===== config.mk =====
export PLATFORM = sky130hd
export DESIGN_NAME = apb_requester
export DESIGN_NICKNAME = d
export VERILOG_FILES = /design/src/rtl/apb_requester_pkg.sv /design/src/rtl/apb_requester.sv
export SDC_FILE = /design/constraint.sdc
export NUM_CORES = 1
export LEC_CHECK = 0
export BUFFER_PORTS_ARGS = -buffer_cell sky130_fd_sc_hd__buf_2
export CORE_AREA = 5 5 85 127
export CTS_CLUSTER_SIZE = 24
export DETAILED_ROUTE_END_ITERATION = 10
export DIE_AREA = 0 0 90 132
export GPL_TIMING_DRIVEN = 0
export PLACE_DENSITY = 0.78
export SLEW_MARGIN = 20
export SYNTH_ARGS = -nofsm -noshare
export SYNTH_HDL_FRONTEND = slang
export SYNTH_SLANG_ARGS = --single-unit

===== constraint.sdc =====
create_clock -name PCLK -period 3.15 [get_ports PCLK]
set_input_delay 0.1575 -clock PCLK [delete_from_list [all_inputs] [get_ports PCLK]]
set_output_delay 0.1575 -clock PCLK [all_outputs]
set_load 0.1 [all_outputs]

===== src/rtl/apb_requester_pkg.sv =====
// Shared types and constants for the APB4 requester.
package apb_requester_pkg;

    typedef enum logic [1:0] {
        IDLE   = 2'd0,
        SETUP  = 2'd1,
        ACCESS = 2'd2,
        RESP   = 2'd3
    } state_e;

    localparam logic [2:0] PROT_NORMAL = 3'b000;
    localparam logic [2:0] PROT_PRIV   = 3'b001;

endpackage


===== src/rtl/apb_requester.sv =====
// APB4 requester: takes one command on a valid/ready port, runs a single
// SETUP/ACCESS transfer, and returns read data / error status on a
// valid/ready response port.
// Optional ACCESS watchdog: define APB_REQUESTER_TIMEOUT_EN.
//
//   state  | meaning
//   IDLE   | ready for a command; bus attributes keep their last value
//   SETUP  | PSEL=1, PENABLE=0 for exactly one cycle
//   ACCESS | PSEL=1, PENABLE=1 until PREADY (or watchdog expiry)
//   RESP   | response held on rsp_* until rsp_ready
module apb_requester
    import apb_requester_pkg::*;
#(
    parameter int ADDR_W         = 32,
    parameter int DATA_W         = 32,
    parameter int TIMEOUT_CYCLES = 16
) (
    input  logic                PCLK,
    input  logic                PRESET,
    input  logic                cmd_valid,
    output logic                cmd_ready,
    input  logic [ADDR_W-1:0]   cmd_addr,
    input  logic                cmd_write,
    input  logic [DATA_W-1:0]   cmd_wdata,
    input  logic [DATA_W/8-1:0] cmd_strb,
    input  logic [2:0]          cmd_prot,
    output logic                rsp_valid,
    input  logic                rsp_ready,
    output logic [DATA_W-1:0]   rsp_rdata,
    output logic                rsp_err,
    output logic                rsp_timeout,
    output logic                PSEL,
    output logic                PENABLE,
    output logic                PWRITE,
    output logic [ADDR_W-1:0]   PADDR,
    output logic [DATA_W-1:0]   PWDATA,
    output logic [DATA_W/8-1:0] PSTRB,
    output logic [2:0]          PPROT,
    input  logic                PREADY,
    input  logic [DATA_W-1:0]   PRDATA,
    input  logic                PSLVERR
);

    localparam int STRB_W = DATA_W / 8;

    state_e              state_q, state_d;
    logic                psel_q, psel_d;
    logic                penable_q, penable_d;
    logic                pwrite_q, pwrite_d;
    logic [ADDR_W-1:0]   paddr_q, paddr_d;
    logic [DATA_W-1:0]   pwdata_q, pwdata_d;
    logic [STRB_W-1:0]   pstrb_q, pstrb_d;
    logic [2:0]          pprot_q, pprot_d;
    logic                rsp_valid_q, rsp_valid_d;
    logic [DATA_W-1:0]   rsp_rdata_q, rsp_rdata_d;
    logic                rsp_err_q, rsp_err_d;

`ifdef APB_REQUESTER_TIMEOUT_EN
    // Down-counter loaded on ACCESS entry; zero marks the last allowed ACCESS cycle.
    localparam int CNT_W = $clog2(TIMEOUT_CYCLES + 1);
    localparam logic [CNT_W-1:0] CNT_LOAD = CNT_W'(TIMEOUT_CYCLES - 1);

    logic [CNT_W-1:0]    cnt_q, cnt_d;
    logic                rsp_timeout_q, rsp_timeout_d;
`else
    logic                unused_timeout_cfg;
    assign unused_timeout_cfg = ^TIMEOUT_CYCLES;
`endif

    // Next-state and next-output computation for the transfer FSM.
    always_comb begin
        state_d     = state_q;
        psel_d      = psel_q;
        penable_d   = penable_q;
        pwrite_d    = pwrite_q;
        paddr_d     = paddr_q;
        pwdata_d    = pwdata_q;
        pstrb_d     = pstrb_q;
        pprot_d     = pprot_q;
        rsp_valid_d = rsp_valid_q;
        rsp_rdata_d = rsp_rdata_q;
        rsp_err_d   = rsp_err_q;
`ifdef APB_REQUESTER_TIMEOUT_EN
        cnt_d         = cnt_q;
        rsp_timeout_d = rsp_timeout_q;
`endif
        case (state_q)
            IDLE: begin
                if (cmd_valid) begin
                    state_d   = SETUP;
                    psel_d    = 1'b1;
                    penable_d = 1'b0;
                    pwrite_d  = cmd_write;
                    paddr_d   = cmd_addr;
                    pwdata_d  = cmd_wdata;
                    pstrb_d   = cmd_write ? cmd_strb : '0;
                    pprot_d   = cmd_prot;
                end
            end
            SETUP: begin
                state_d   = ACCESS;
                penable_d = 1'b1;
`ifdef APB_REQUESTER_TIMEOUT_EN
                cnt_d     = CNT_LOAD;
`endif
            end
            ACCESS: begin
                if (PREADY) begin
                    state_d     = RESP;
                    psel_d      = 1'b0;
                    penable_d   = 1'b0;
                    rsp_valid_d = 1'b1;
                    rsp_rdata_d = pwrite_q ? '0 : PRDATA;
                    rsp_err_d   = PSLVERR;
`ifdef APB_REQUESTER_TIMEOUT_EN
                    rsp_timeout_d = 1'b0;
                end else if (cnt_q == '0) begin
                    state_d       = RESP;
                    psel_d        = 1'b0;
                    penable_d     = 1'b0;
                    rsp_valid_d   = 1'b1;
                    rsp_rdata_d   = '0;
                    rsp_err_d     = 1'b1;
                    rsp_timeout_d = 1'b1;
                end else begin
                    cnt_d = cnt_q - 1'b1;
`endif
                end
            end
            RESP: begin
                if (rsp_ready) begin
                    state_d     = IDLE;
                    rsp_valid_d = 1'b0;
                end
            end
            default: state_d = IDLE;
        endcase
    end

    // State and registered outputs; reset clears everything, aborting any transfer.
    always_ff @(posedge PCLK) begin
        if (PRESET) begin
            state_q     <= IDLE;
            psel_q      <= 1'b0;
            penable_q   <= 1'b0;
            pwrite_q    <= 1'b0;
            paddr_q     <= '0;
            pwdata_q    <= '0;
            pstrb_q     <= '0;
            pprot_q     <= PROT_NORMAL;
            rsp_valid_q <= 1'b0;
            rsp_rdata_q <= '0;
            rsp_err_q   <= 1'b0;
`ifdef APB_REQUESTER_TIMEOUT_EN
            cnt_q         <= '0;
            rsp_timeout_q <= 1'b0;
`endif
        end else begin
            state_q     <= state_d;
            psel_q      <= psel_d;
            penable_q   <= penable_d;
            pwrite_q    <= pwrite_d;
            paddr_q     <= paddr_d;
            pwdata_q    <= pwdata_d;
            pstrb_q     <= pstrb_d;
            pprot_q     <= pprot_d;
            rsp_valid_q <= rsp_valid_d;
            rsp_rdata_q <= rsp_rdata_d;
            rsp_err_q   <= rsp_err_d;
`ifdef APB_REQUESTER_TIMEOUT_EN
            cnt_q         <= cnt_d;
            rsp_timeout_q <= rsp_timeout_d;
`endif
        end
    end

    assign cmd_ready = (state_q == IDLE) && !PRESET;
    assign PSEL      = psel_q;
    assign PENABLE   = penable_q;
    assign PWRITE    = pwrite_q;
    assign PADDR     = paddr_q;
    assign PWDATA    = pwdata_q;
    assign PSTRB     = pstrb_q;
    assign PPROT     = pprot_q;
    assign rsp_valid = rsp_valid_q;
    assign rsp_rdata = rsp_rdata_q;
    assign rsp_err   = rsp_err_q;
`ifdef APB_REQUESTER_TIMEOUT_EN
    assign rsp_timeout = rsp_timeout_q;
`else
    assign rsp_timeout = 1'b0;
`endif

endmodule


==> implementation parameters, run 1 <==
Parameter                              Value

Synth
  Share of the synthesized area in the top cell type    0.5260
  Register bit total from synthesis    110
  Synth area leaders    sky130_fd_sc_hd__dfxtp_1 (53%), sky130_fd_sc_hd__nand2_1 (16%), sky130_fd_sc_hd__a21oi_1 (13%), sky130_fd_sc_hd__nand4b_1 (6.7%), sky130_fd_sc_hd__ha_1 (2.1%)
  Yosys warns    0
  Net Count, Synth    624
  Post-synth cell types    28
  Average cell area after synthesis    8.257 sq um
  Combined area of all synthesized cells    4187 sq um
  Sequential cell area fraction in the yosys report    0.5260
  Post-synthesis instance total    507
  Cell type contributing the most total cell area after synthesis    sky130_fd_sc_hd__dfxtp_1

Setup path
  Worst Setup Path Type    flop to primary output
  Worst r2r path cells    6
  Delay contributed by the slowest stage of the critical path    0.43 ns
  R2R setup slack    1.32 ns
  Critical Path End    cmd_ready
  Type of element launching the critical path    flop
  Top fanout value on the critical path    6
  Sequence of cells on the critical path    inv_1 -> ha_1 -> nor2b_1 -> buf_2
  Data arrival time of the critical path    1.72 ns
  Endpoint required time on the critical path    2.99 ns
  Crit Reg-Reg Startpoint    state_q[1]$_SDFFE_PP0P_
  Origin of the worst setup path    state_q[0]$_SDFFE_PP0P_
  Destination of the worst register-to-register timing path    PWDATA[18]$_SDFFE_PP0P_
  Cell with the largest stage delay on the worst path    sky130_fd_sc_hd__buf_2
  Crit path capture type    primary output

Die
  Starting density of the core    0.4396
  Floorplan core area    9524 sq um
  Vert. Die Dim    132 um
  I/O Pins    220
  Die X    90 um
  Die area    11880 sq um
  Number of cell rows    44

Timing
  Share of the clock period used by the worst path    0.5973
  Worst clock skew on the final layout    0.005223 ns
  Top achievable clock speed    0.5315 GHz
  Worst Tran Pin Value    0.6247 ns
  Endpoints failing setup    0
  Setup total negative slack    0 ns
  Setup repair after global routing missed its margin    no
  Shortest period the worst path allows    1.882 ns
  Max Slew Vio Count    0
  Hold violation total from the final report    0
  Max-Slew Margin vs Limit    0.5835

Drt
  Remaining number of nets flagged by the antenna check after routing    0
  DRC viols    0
  Average wire per standard cell    15.23 um
  Mean number of vias per cell    5.061
  Total detailed-routing wirelength    13040 um
  Detailed Route Iter0 Violations    170
  1st-pass router iterations    5
  Detailed-route via count    4332

Clocking
  Total number of clock tree sinks    110
  Number of buffers between clock root and the deepest sink    2
  CTS Root Cell    sky130_fd_sc_hd__clkbuf_16
  Clock tree from TritonCTS    done
  Hold buffers post-CTS    0
  Later-pin clock latency in the skew report    0.34 ns
  H-tree depth    3
  Total clock buffers created by CTS    9
  Post_cts resized    0
  Number of buffers inserted by post-CTS setup repair    0
  Post-CTS clock slew at the launch and capture registers of the worst setup and hold paths    0.07 ns

Placed design
  HPWL after detailed placement    10320 um
  Input/output buffers    218
  Gpl congestion    0.8672

Global route
  Global-route wire length before repair    20780 um
  Antenna violations before repair    0
  Grt ovf    0
  Largest net degree at the start of global routing    17
  Via count of the first global-routing pass    4331
  GRT Resource Usage Total    0.2113

Final layout
  Number of filler cells placed in the layout    868
  Final net count    853
  Area Overhead vs Synth    37.06%
  Final core area utilization    0.6025
  Count of antenna diodes in the layout    0
  Fraction of layout instances using a drive strength above 1    0.3509

Job
  Count of max-cap constraint violations    0

Outcome
  Result of the run    finished, final reports clean

Power and ir drop
  Total leakage power    2.682 nW
  Ratio of total power to cell area    1030 nW/um^2
  Worst VDD drop    568.5 uV

Hold path
  Hold WC Path Type    primary input to flop
cells in the mapped netlist:
| master | number |
|---|---|
| sky130_fd_sc_hd__nand2_1 | 180 |
| sky130_fd_sc_hd__nor3_1 | 1 |
| sky130_fd_sc_hd__nor2b_1 | 4 |
| sky130_fd_sc_hd__buf_2 | 17 |
| sky130_fd_sc_hd__clkbuf_1 | 16 |
| sky130_fd_sc_hd__ha_1 | 7 |
| sky130_fd_sc_hd__or4_1 | 1 |
| sky130_fd_sc_hd__buf_6 | 1 |
| sky130_fd_sc_hd__o31ai_1 | 1 |
| sky130_fd_sc_hd__or2_2 | 1 |
| sky130_fd_sc_hd__mux2i_1 | 1 |
| sky130_fd_sc_hd__a31oi_1 | 1 |
| sky130_fd_sc_hd__and2_1 | 1 |
| sky130_fd_sc_hd__nor2_1 | 2 |
| sky130_fd_sc_hd__inv_1 | 3 |
| sky130_fd_sc_hd__conb_1 | 1 |
| sky130_fd_sc_hd__a21oi_1 | 105 |
| sky130_fd_sc_hd__buf_4 | 8 |
| sky130_fd_sc_hd__nand4b_1 | 32 |
| sky130_fd_sc_hd__nor2b_4 | 1 |
| sky130_fd_sc_hd__nand3_1 | 6 |
| sky130_fd_sc_hd__o21bai_1 | 2 |
| sky130_fd_sc_hd__o211a_1 | 1 |
| sky130_fd_sc_hd__o311ai_0 | 1 |
| sky130_fd_sc_hd__o41ai_1 | 1 |
| sky130_fd_sc_hd__a32oi_1 | 1 |
| sky130_fd_sc_hd__o21a_1 | 1 |
| sky130_fd_sc_hd__dfxtp_1 | 110 |
state kept, by name, indices dropped and copies added, names as in the netlist:
register	count
PADDR	32
PWDATA	32
rsp_rdata	32
PSTRB	4
PPROT	3
state_q	2
PENABLE	1
PSEL	1
PWRITE	1
rsp_err	1
rsp_valid	1
worst max-delay path, delay by kind of cell, from the launching register on:
kind	cells	cell delay, ns
adders and majority gates	1	0.29
DFF	1	0.35
and+or+nand+nor	1	0.15
buffers and inverters	2	0.58
cells by family after synthesis:
group,after synthesis,share of synthesized area
adders and majority gates,7,0.02092
other,1,0.0008957
buffers and inverters,45,0.05439
AOI/OAI and AO/OA,114,0.1429
muxes,1,0.002391
and+or+nand+nor,229,0.2525
DFF,110,0.5260
placed cells by master, fill, tap and decap left out:
master / Yosys / final
sky130_fd_sc_hd__buf_2: 17 / 235
sky130_fd_sc_hd__nand2_1: 180 / 180
sky130_fd_sc_hd__dfxtp_1: 110 / 110
sky130_fd_sc_hd__a21oi_1: 105 / 105
sky130_fd_sc_hd__nand4b_1: 32 / 32
sky130_fd_sc_hd__clkbuf_1: 16 / 18
sky130_fd_sc_hd__clkbuf_16: 0 / 9
sky130_fd_sc_hd__buf_4: 8 / 8
sky130_fd_sc_hd__ha_1: 7 / 7
sky130_fd_sc_hd__nand3_1: 6 / 6
sky130_fd_sc_hd__nor2b_1: 4 / 4
sky130_fd_sc_hd__inv_1: 3 / 3
sky130_fd_sc_hd__o21bai_1: 2 / 2
sky130_fd_sc_hd__nor2_1: 2 / 2
sky130_fd_sc_hd__bufinv_16: 0 / 2
sky130_fd_sc_hd__clkinv_2: 0 / 2
sky130_fd_sc_hd__and2_1: 1 / 1
sky130_fd_sc_hd__buf_6: 1 / 1
sky130_fd_sc_hd__nor2b_4: 1 / 1
sky130_fd_sc_hd__nor3_1: 1 / 1
sky130_fd_sc_hd__or4_1: 1 / 1
sky130_fd_sc_hd__o31ai_1: 1 / 1
sky130_fd_sc_hd__or2_2: 1 / 1
sky130_fd_sc_hd__a32oi_1: 1 / 1
sky130_fd_sc_hd__mux2i_1: 1 / 1
sky130_fd_sc_hd__o311ai_0: 1 / 1
sky130_fd_sc_hd__o41ai_1: 1 / 1
sky130_fd_sc_hd__a31oi_1: 1 / 1
sky130_fd_sc_hd__o21a_1: 1 / 1
sky130_fd_sc_hd__o211a_1: 1 / 1
sky130_fd_sc_hd__conb_1: 1 / 1
sky130_fd_sc_hd__clkbuf_8: 0 / 1
layer usage:
metal / GRT usage / vias to the layer above / routed length (um)
li1: - / 2147 / -
met1: 0.2252 / 1970 / 4866
met2: 0.3795 / 194 / 6696
met3: 0.05711 / 21 / 1135
met4: 0.1026 / 0 / 338
met5: 0 / - / 0
worst min path at each step:
stage	to	from	cells after the start	slack [ns]
floorplan	PADDR[0]$_SDFFE_PP0P_	cmd_addr[0]	2	0.29
global route	PADDR[30]$_SDFFE_PP0P_	cmd_addr[30]	3	0.03
CTS	PWDATA[20]$_SDFFE_PP0P_	cmd_wdata[20]	3	0.03
detailed placement	PWDATA[20]$_SDFFE_PP0P_	cmd_wdata[20]	3	0.40
finish	PPROT[2]$_SDFFE_PP0P_	cmd_prot[2]	3	0.04
global placement	PWDATA[17]$_SDFFE_PP0P_	cmd_wdata[17]	3	0.40
power by group:
part           total, mW  internal (mW)  switching [mW]
registers           1.76           1.63           0.131
clock network       1.21          0.717           0.489
logic               2.95          0.551            2.39
total               5.91           2.90            3.01
area by class of cell:
type / count / area, sq um / area share
Buffer: 42 / 216.5 / 0.03772
Clock buffer: 12 / 246.5 / 0.04296
Clock inverter: 4 / 70.07 / 0.01221
Inverter: 3 / 11.26 / 0.001962
Multi-Input combinational cell: 352 / 1757 / 0.3061
Sequential cell: 110 / 2202 / 0.3838
Tap cell: 115 / 143.9 / 0.02508
Timing Repair Buffer: 218 / 1091 / 0.1901
stage by stage:
stage | power, mW | instance area, sq um | std cells | setup slack, ns | hold slack (ns)
floorplan | 4.196 | 4187 | 507 | 0.9450 | 0.2935
global placement | 4.689 | 5421 | 840 | 1.377 | 0.3978
detailed placement | 4.744 | 5421 | 840 | 1.291 | 0.4036
CTS | 5.950 | 5738 | 856 | 1.231 | 0.02919
global route | 6.170 | 5738 | 856 | 1.149 | 0.03311
finish | 5.911 | 5738 | 856 | 1.268 | 0.04384
No activity file was read; power rests on OpenSTA's default activity.
==> run 2, diff against run 1 <==
- clock period: 3.15 -> 1.8 ns (I/O delays scaled with it)
==> run 2 against run 1 <==
Net effect: first-iteration DRC count grew 2.4%; combinational power is 80% higher; register-to-register slack got worse by 1.2 ns; critical path depth rose by 2; cell count grew 7.5%; routed wire length increased by 11%; final area increased by 11%; die area did not move; core utilization up 6.8 points; sequential share of layout area is 3.9 points lower; sequential power up 76%; clock-buffer cell count is 2 lower; largest cell class unchanged; largest power group unchanged.
==> implementation parameters, run 2 (same netlist as run 1, synthesis figures left out) <==
Parameter                              Value

Outcome
  Result of the run    finished, final reports clean

Placed design
  Input/output buffers    218 (unchanged)
  Gpl congestion    0.8411 (-3.0%)
  HPWL after detailed placement    10160 um (-1.5%)
  Placed cell count    840 (unchanged)
  Area of placed instances    5424 sq um (about the same)

Timing
  Setup repair after global routing missed its margin    no
  Top achievable clock speed    0.5924 GHz
  Share of the clock period used by the worst path    0.9378
  Max-Slew Margin vs Limit    0.6303 (+0.04680)
  Shortest period the worst path allows    1.688 ns
  Worst Tran Pin Value    0.5545 ns (-0.07021 ns)
  Hold violation total from the final report    0 (unchanged)
  Endpoints failing setup    0 (unchanged)
  Max Slew Vio Count    0 (unchanged)
  Worst clock skew on the final layout    0.003800 ns (-0.001423 ns)

Power and ir drop
  Total leakage power    2.960 nW (+10%)
  Worst VDD drop    1150 uV (+100%)
  Ratio of total power to cell area    1635 nW/um^2 (+59%)

Clocking
  Number of buffers between clock root and the deepest sink    2 (unchanged)
  Post-CTS clock slew at the launch and capture registers of the worst setup and hold paths    0.07 ns (about the same)
  CTS Root Cell    sky130_fd_sc_hd__clkbuf_16
  Number of buffers inserted by post-CTS setup repair    0 (unchanged)
  Total clock buffers created by CTS    9 (unchanged)
  Clock tree from TritonCTS    done
  Total number of clock tree sinks    110 (unchanged)
  H-tree depth    3 (unchanged)
  Later-pin clock latency in the skew report    0.34 ns (about the same)

Final layout
  Number of filler cells placed in the layout    769 (-11%)
  Area Overhead vs Synth    52.51%
  Most frequent cells in the layout    sky130_fd_sc_hd__buf_2 (232), sky130_fd_sc_hd__nand2_1 (179), sky130_fd_sc_hd__dfxtp_1 (110), sky130_fd_sc_hd__a21oi_1 (105), sky130_fd_sc_hd__dlygate4sd3_1 (64)
  Most common cell after layout, fill and taps aside    sky130_fd_sc_hd__buf_2
  Final net count    917 (+7.5%)
  Post-route cell area    6385 sq um (+11%)
  Register Area    2202 sq um (unchanged)
  Fraction of layout instances using a drive strength above 1    0.3296 (-0.02128)
  Final Instance Count excl. Fillers    920 (+7.5%)
  Area of combinational cells with multiple inputs    1762 sq um (+0.29%)

Die
  Starting density of the core    0.4396 (unchanged)
  I/O Pins    220 (unchanged)
  Number of cell rows    44 (unchanged)
  Vert. Die Dim    132 um (unchanged)
  Die X    90 um (unchanged)
  Floorplan core area    9524 sq um (unchanged)
  Die area    11880 sq um (unchanged)

Setup path
  Origin of the worst setup path    state_q[0]$_SDFFE_PP0P_
  Crit path capture type    flop
  Worst Setup Path Type    flop to flop
  Data arrival time of the critical path    1.94 ns (+0.22 ns)
  Count of buffering cells on the critical path with inverters included    2 (unchanged)
  Cell with the largest stage delay on the worst path    sky130_fd_sc_hd__dfxtp_1
  Endpoint required time on the critical path    2.05 ns (-0.94 ns)
  Delay-heaviest family, CP    flip-flops
  Top fanout value on the critical path    10 (+4)
  Crit Reg-Reg Startpoint    state_q[0]$_SDFFE_PP0P_
  Delay contributed by the slowest stage of the critical path    0.39 ns (-0.04 ns)
  Type of element launching the critical path    flop
  Sequence of cells on the critical path    inv_1 -> ha_1 -> nand2_2 -> buf_2 -> nand2_1 -> a21oi_1

Global route
  Grt ovf    0 (unchanged)
  Antenna violations before repair    1 (+1)
  Largest net degree at the start of global routing    17 (unchanged)
  Global-route wire length before repair    23070 um (+11%)
  GRT Resource Usage Total    0.2345 (+0.02321)
  Via count of the first global-routing pass    4812 (+11%)

Drt
  Average wire per standard cell    15.75 um (+3.4%)
  Total detailed-routing wirelength    14490 um (+11%)
  Detailed-route via count    4683 (+8.1%)
  Remaining number of nets flagged by the antenna check after routing    0 (unchanged)
  1st-pass router iterations    4 (-1)
  Detailed Route Iter0 Violations    174 (+2.4%)
  DRC viols    0 (unchanged)
  Mean number of vias per cell    5.090 (+0.58%)

Hold path
  Hold WC Path Type    primary input to flop
  Worst hold path startpoint    PSLVERR

Job
  Count of max-cap constraint violations    0 (unchanged)
==> run 2: worst paths after layout <==
path,cells past startpoint,slack (ns),endpoint
max,6,0.11,PADDR[27]$_SDFFE_PP0P_
min,3,0.01,rsp_err$_SDFFE_PP0P_
min reg2reg,2,0.45,rsp_rdata[25]$_SDFFE_PP0P_
max reg2reg,6,0.11,PADDR[27]$_SDFFE_PP0P_
==> run 2: worst register-to-register path, delay by kind of cell, from the launching register on <==
kind	cells	cell delay (ns)
compound gates	1	0.22
simple gates	2	0.31
buf+inv	2	0.39
flops	1	0.39
fa+ha+maj	1	0.29
==> run 2: metal layers <==
| metal | vias to the layer above | GRT usage | wire [um] |
|---|---|---|---|
| met5 | - | 0 | 0 |
| met4 | 0 | 0.1308 | 471 |
| met3 | 40 | 0.04854 | 1012 |
| met2 | 213 | 0.4153 | 7636 |
| met1 | 2151 | 0.2571 | 5373 |
| li1 | 2279 | - | - |
==> run 2: per-stage QoR <==
stage	util	worst slack (ns)	hold WS, ns	TNS [ns]	power, mW
final	0.6704	0.1120	0.01067	0	10.44
after floorplan	-	0.1793	0.2260	0	7.346
after CTS	0.6688	0.01329	0.0004439	0	10.43
after global placement	0.5695	0.02679	0.3318	0	8.202
after detailed placement	0.5695	-0.01702	0.3366	-0.05368	8.288
after global routing	0.6704	0.001180	0.004106	0	10.92
==> run 2: final cells by class <==
| type | instances | area share |
|---|---|---|
| Antenna cell | 1 | 0.0003919 |
| Buffer | 42 | 0.03527 |
| Clock buffer | 10 | 0.03586 |
| Clock inverter | 5 | 0.01176 |
| Inverter | 3 | 0.001764 |
| Multi-Input combinational cell | 352 | 0.2759 |
| Sequential cell | 110 | 0.3449 |
| Tap cell | 115 | 0.02254 |
| Timing Repair Buffer | 282 | 0.2716 |
==> run 2: report_power, final <==
group / internal, mW / switching (mW) / total, mW
sequential: 2.85 / 0.238 / 3.09
combinational: 1.08 / 4.24 / 5.31
clock: 1.20 / 0.831 / 2.04
total: 5.13 / 5.31 / 10.4
==> run 2: repair_timing <==
item                                    in CTS  in global routing
pin swaps                                    0                  0
resized for setup                            1                  9
gates cloned                                 0                  0
hold endpoints to repair                    64                  0
endpoints found under the setup margin      10                 70
hold buffers                                64                  0
==> run 3, diff against run 2 <==
- CORE_AREA: 5 5 85 127 -> 5 5 90 134
- DIE_AREA: 0 0 90 132 -> 0 0 95 139
- PLACE_DENSITY: 0.78 -> 0.71
- SLEW_MARGIN: 20 -> default
==> run 3 against run 2 <==
Net effect: register-to-register slack improved by 0.09 ns; largest cell class unchanged; sequential power about the same; total power decreased by 0.93%; cell count increased by 3.6%; combinational power increased by 0.9%; via count increased by 0.53%; critical path depth decreased by 2; worst hold slack got worse by 0.0035 ns; maximum frequency increased by 5.5%; routed wire length increased by 3.4%.
==> implementation parameters, run 3 (same netlist as run 1, synthesis figures left out) <==
Parameter                              Value

Placed design
  Setup WS pre-CTS    -0.07907 ns (-0.06206 ns)
  HPWL after detailed placement    10800 um (+6.3%)
  Input/output buffers    218 (unchanged)
  Placed cell count    872 (+3.8%)
  Gpl congestion    0.7707 (-8.4%)

Timing
  Hold violation total from the final report    0 (unchanged)
  Post-route setup slack    0.1998 ns (+0.08782 ns)
  Top achievable clock speed    0.6249 GHz (+5.5%)
  Setup repair after global routing missed its margin    no
  Endpoints failing setup    0 (unchanged)
  Max-Slew Margin vs Limit    0.6445 (+0.01422)
  Shortest period the worst path allows    1.600 ns (-0.08782 ns)
  Max Slew Vio Count    0 (unchanged)
  Setup total negative slack    0 ns (unchanged)
  Share of the clock period used by the worst path    0.8890 (-0.04879)
  Worst clock skew on the final layout    0.009115 ns (+0.005315 ns)
  Worst Tran Pin Value    0.5332 ns (-0.02132 ns)

Die
  Die area    13210 sq um (+11%)
  Vert. Die Dim    139 um (+5.3%)
  Die X    95 um (+5.6%)
  Starting density of the core    0.3869 (-0.05266)
  Number of cell rows    47 (+6.8%)
  I/O Pins    220 (unchanged)
  Floorplan core area    10820 sq um (+14%)

Clocking
  Total clock buffers created by CTS    9 (unchanged)
  Total number of clock tree sinks    110 (unchanged)
  CTS Root Cell    sky130_fd_sc_hd__clkbuf_16
  Number of buffers inserted by post-CTS setup repair    0 (unchanged)
  Clock tree from TritonCTS    done
  H-tree depth    3 (unchanged)
  Number of buffers between clock root and the deepest sink    2 (unchanged)
  Later-pin clock latency in the skew report    0.34 ns (about the same)
  Post-CTS clock slew at the launch and capture registers of the worst setup and hold paths    0.07 ns (about the same)

Setup path
  Worst r2r path cells    7 (+1)
  Worst Setup Path Type    flop to primary output
  Data arrival time of the critical path    1.51 ns (-0.43 ns)
  Sequence of cells on the critical path    inv_1 -> ha_2 -> nor2b_2 -> buf_6
  Crit path capture type    primary output
  Cell with the largest stage delay on the worst path    sky130_fd_sc_hd__dfxtp_1
  Top fanout value on the critical path    6 (-4)
  Delay contributed by the slowest stage of the critical path    0.34 ns (-0.05 ns)
  Type of element launching the critical path    flop
  Endpoint required time on the critical path    1.71 ns (-0.34 ns)

Global route
  Largest net degree at the start of global routing    18 (+1)
  Grt ovf    0 (unchanged)
  Antenna violations before repair    0 (-1)
  Global-route wire length before repair    23040 um (-0.12%)
  GRT Resource Usage Total    0.2203 (-0.01416)
  Via count of the first global-routing pass    4775 (-0.77%)

Final layout
  Number of filler cells placed in the layout    987 (+28%)
  Final net count    916 (-0.11%)
  Area Overhead vs Synth    53.08%
  Final Instance Count excl. Fillers    953 (+3.6%)
  Fraction of layout instances using a drive strength above 1    0.3333 (+0.003731)
  Register Area    2202 sq um (unchanged)
  Area of combinational cells with multiple inputs    1767 sq um (+0.28%)
  Most common cell after layout, fill and taps aside    sky130_fd_sc_hd__buf_2
  Most frequent cells in the layout    sky130_fd_sc_hd__buf_2 (232), sky130_fd_sc_hd__nand2_1 (178), sky130_fd_sc_hd__dfxtp_1 (110), sky130_fd_sc_hd__a21oi_1 (105), sky130_fd_sc_hd__dlygate4sd3_1 (63)

Outcome
  Result of the run    finished, final reports clean

Drt
  Remaining number of nets flagged by the antenna check after routing    0 (unchanged)
  DRC viols    0 (unchanged)
  Average wire per standard cell    15.72 um (-0.22%)
  1st-pass router iterations    4 (unchanged)
  Detailed-route via count    4708 (+0.53%)
  Total detailed-routing wirelength    14980 um (+3.4%)
  Mean number of vias per cell    4.940 (-2.9%)
  Detailed Route Iter0 Violations    173 (-0.57%)

Power and ir drop
  Worst VDD drop    768.4 uV (-33%)
  Ratio of total power to cell area    1614 nW/um^2 (-1.3%)
  Total leakage power    2.944 nW (-0.55%)

Hold path
  Hold WC Path Type    primary input to flop
  Worst hold path depth    3 (unchanged)

Job
  Count of max-cap constraint violations    0 (unchanged)
## run 3: changes by cell type in the layout (fill, tap and decap cells not counted), sizes merged
cell	previous run	this run
clkinvlp	0	1
clkbuf	28	30
diode	1	2
dlygate4sd3	64	63
clkinv	3	2
inv	3	4
bufinv	2	0
## run 3: area by class of cell
type / instances / share of cell area
buffer: 42 / 0.03514
timing repair buffer: 281 / 0.2696
antenna: 2 / 0.0007809
tap: 147 / 0.02870
inverter: 3 / 0.001757
multi-input combinational: 352 / 0.2757
clock inverter: 4 / 0.004686
clock buffer: 12 / 0.04002
sequential: 110 / 0.3436
## run 3: path summary, 6_finish.rpt
check                               endpoint                  startpoint  slack, ns
setup / recovery                   cmd_ready     state_q[0]$_SDFFE_PP0P_       0.20
hold / removal         PSTRB[0]$_SDFFE_PP0P_                 cmd_strb[0]      0.007
setup reg to reg      PWDATA[1]$_SDFFE_PP0P_     state_q[0]$_SDFFE_PP0P_       0.20
hold reg to reg   rsp_rdata[18]$_SDFFE_PP0P_  rsp_rdata[18]$_SDFFE_PP0P_       0.45
## run 3: report_power, final
group          internal [mW]  switching [mW]
Clock                   1.02           0.880
Sequential              2.85           0.235
Combinational           1.09            4.27
## run 3: through the flow
stage / util / power [mW] / instance area [sq um] / hold WS [ns]
2_1_floorplan: - / 7.346 / 4189 / 0.2260
3_3_place_gp: 0.5050 / 8.223 / 5464 / 0.3305
3_5_place_dp: 0.5050 / 8.325 / 5464 / 0.3355
4_1_cts: 0.5903 / 10.34 / 6387 / 0.001588
5_1_grt: 0.5918 / 10.82 / 6404 / 0.009462
6_report: 0.5923 / 10.34 / 6409 / 0.007155
## run 3: routing by layer
layer  track usage  routed length, um
met3       0.06406               1247
met4       0.09430                428
met2        0.4097               7895
met5             0                  0
met1        0.2203               5409
## run 3: timing repair
item	CTS	global route
endpoints found under the hold margin	63	0
setup endpoints to repair	12	19
cloned	0	0
hold buffers	63	0
resized for setup	3	9
## run 3: critical path: cells and delay by family (launching register included)
kind | cells | cell delay (ns)
DFF | 1 | 0.34
adders and majority gates | 1 | 0.26
buffers and inverters | 2 | 0.39
and+or+nand+nor | 1 | 0.17
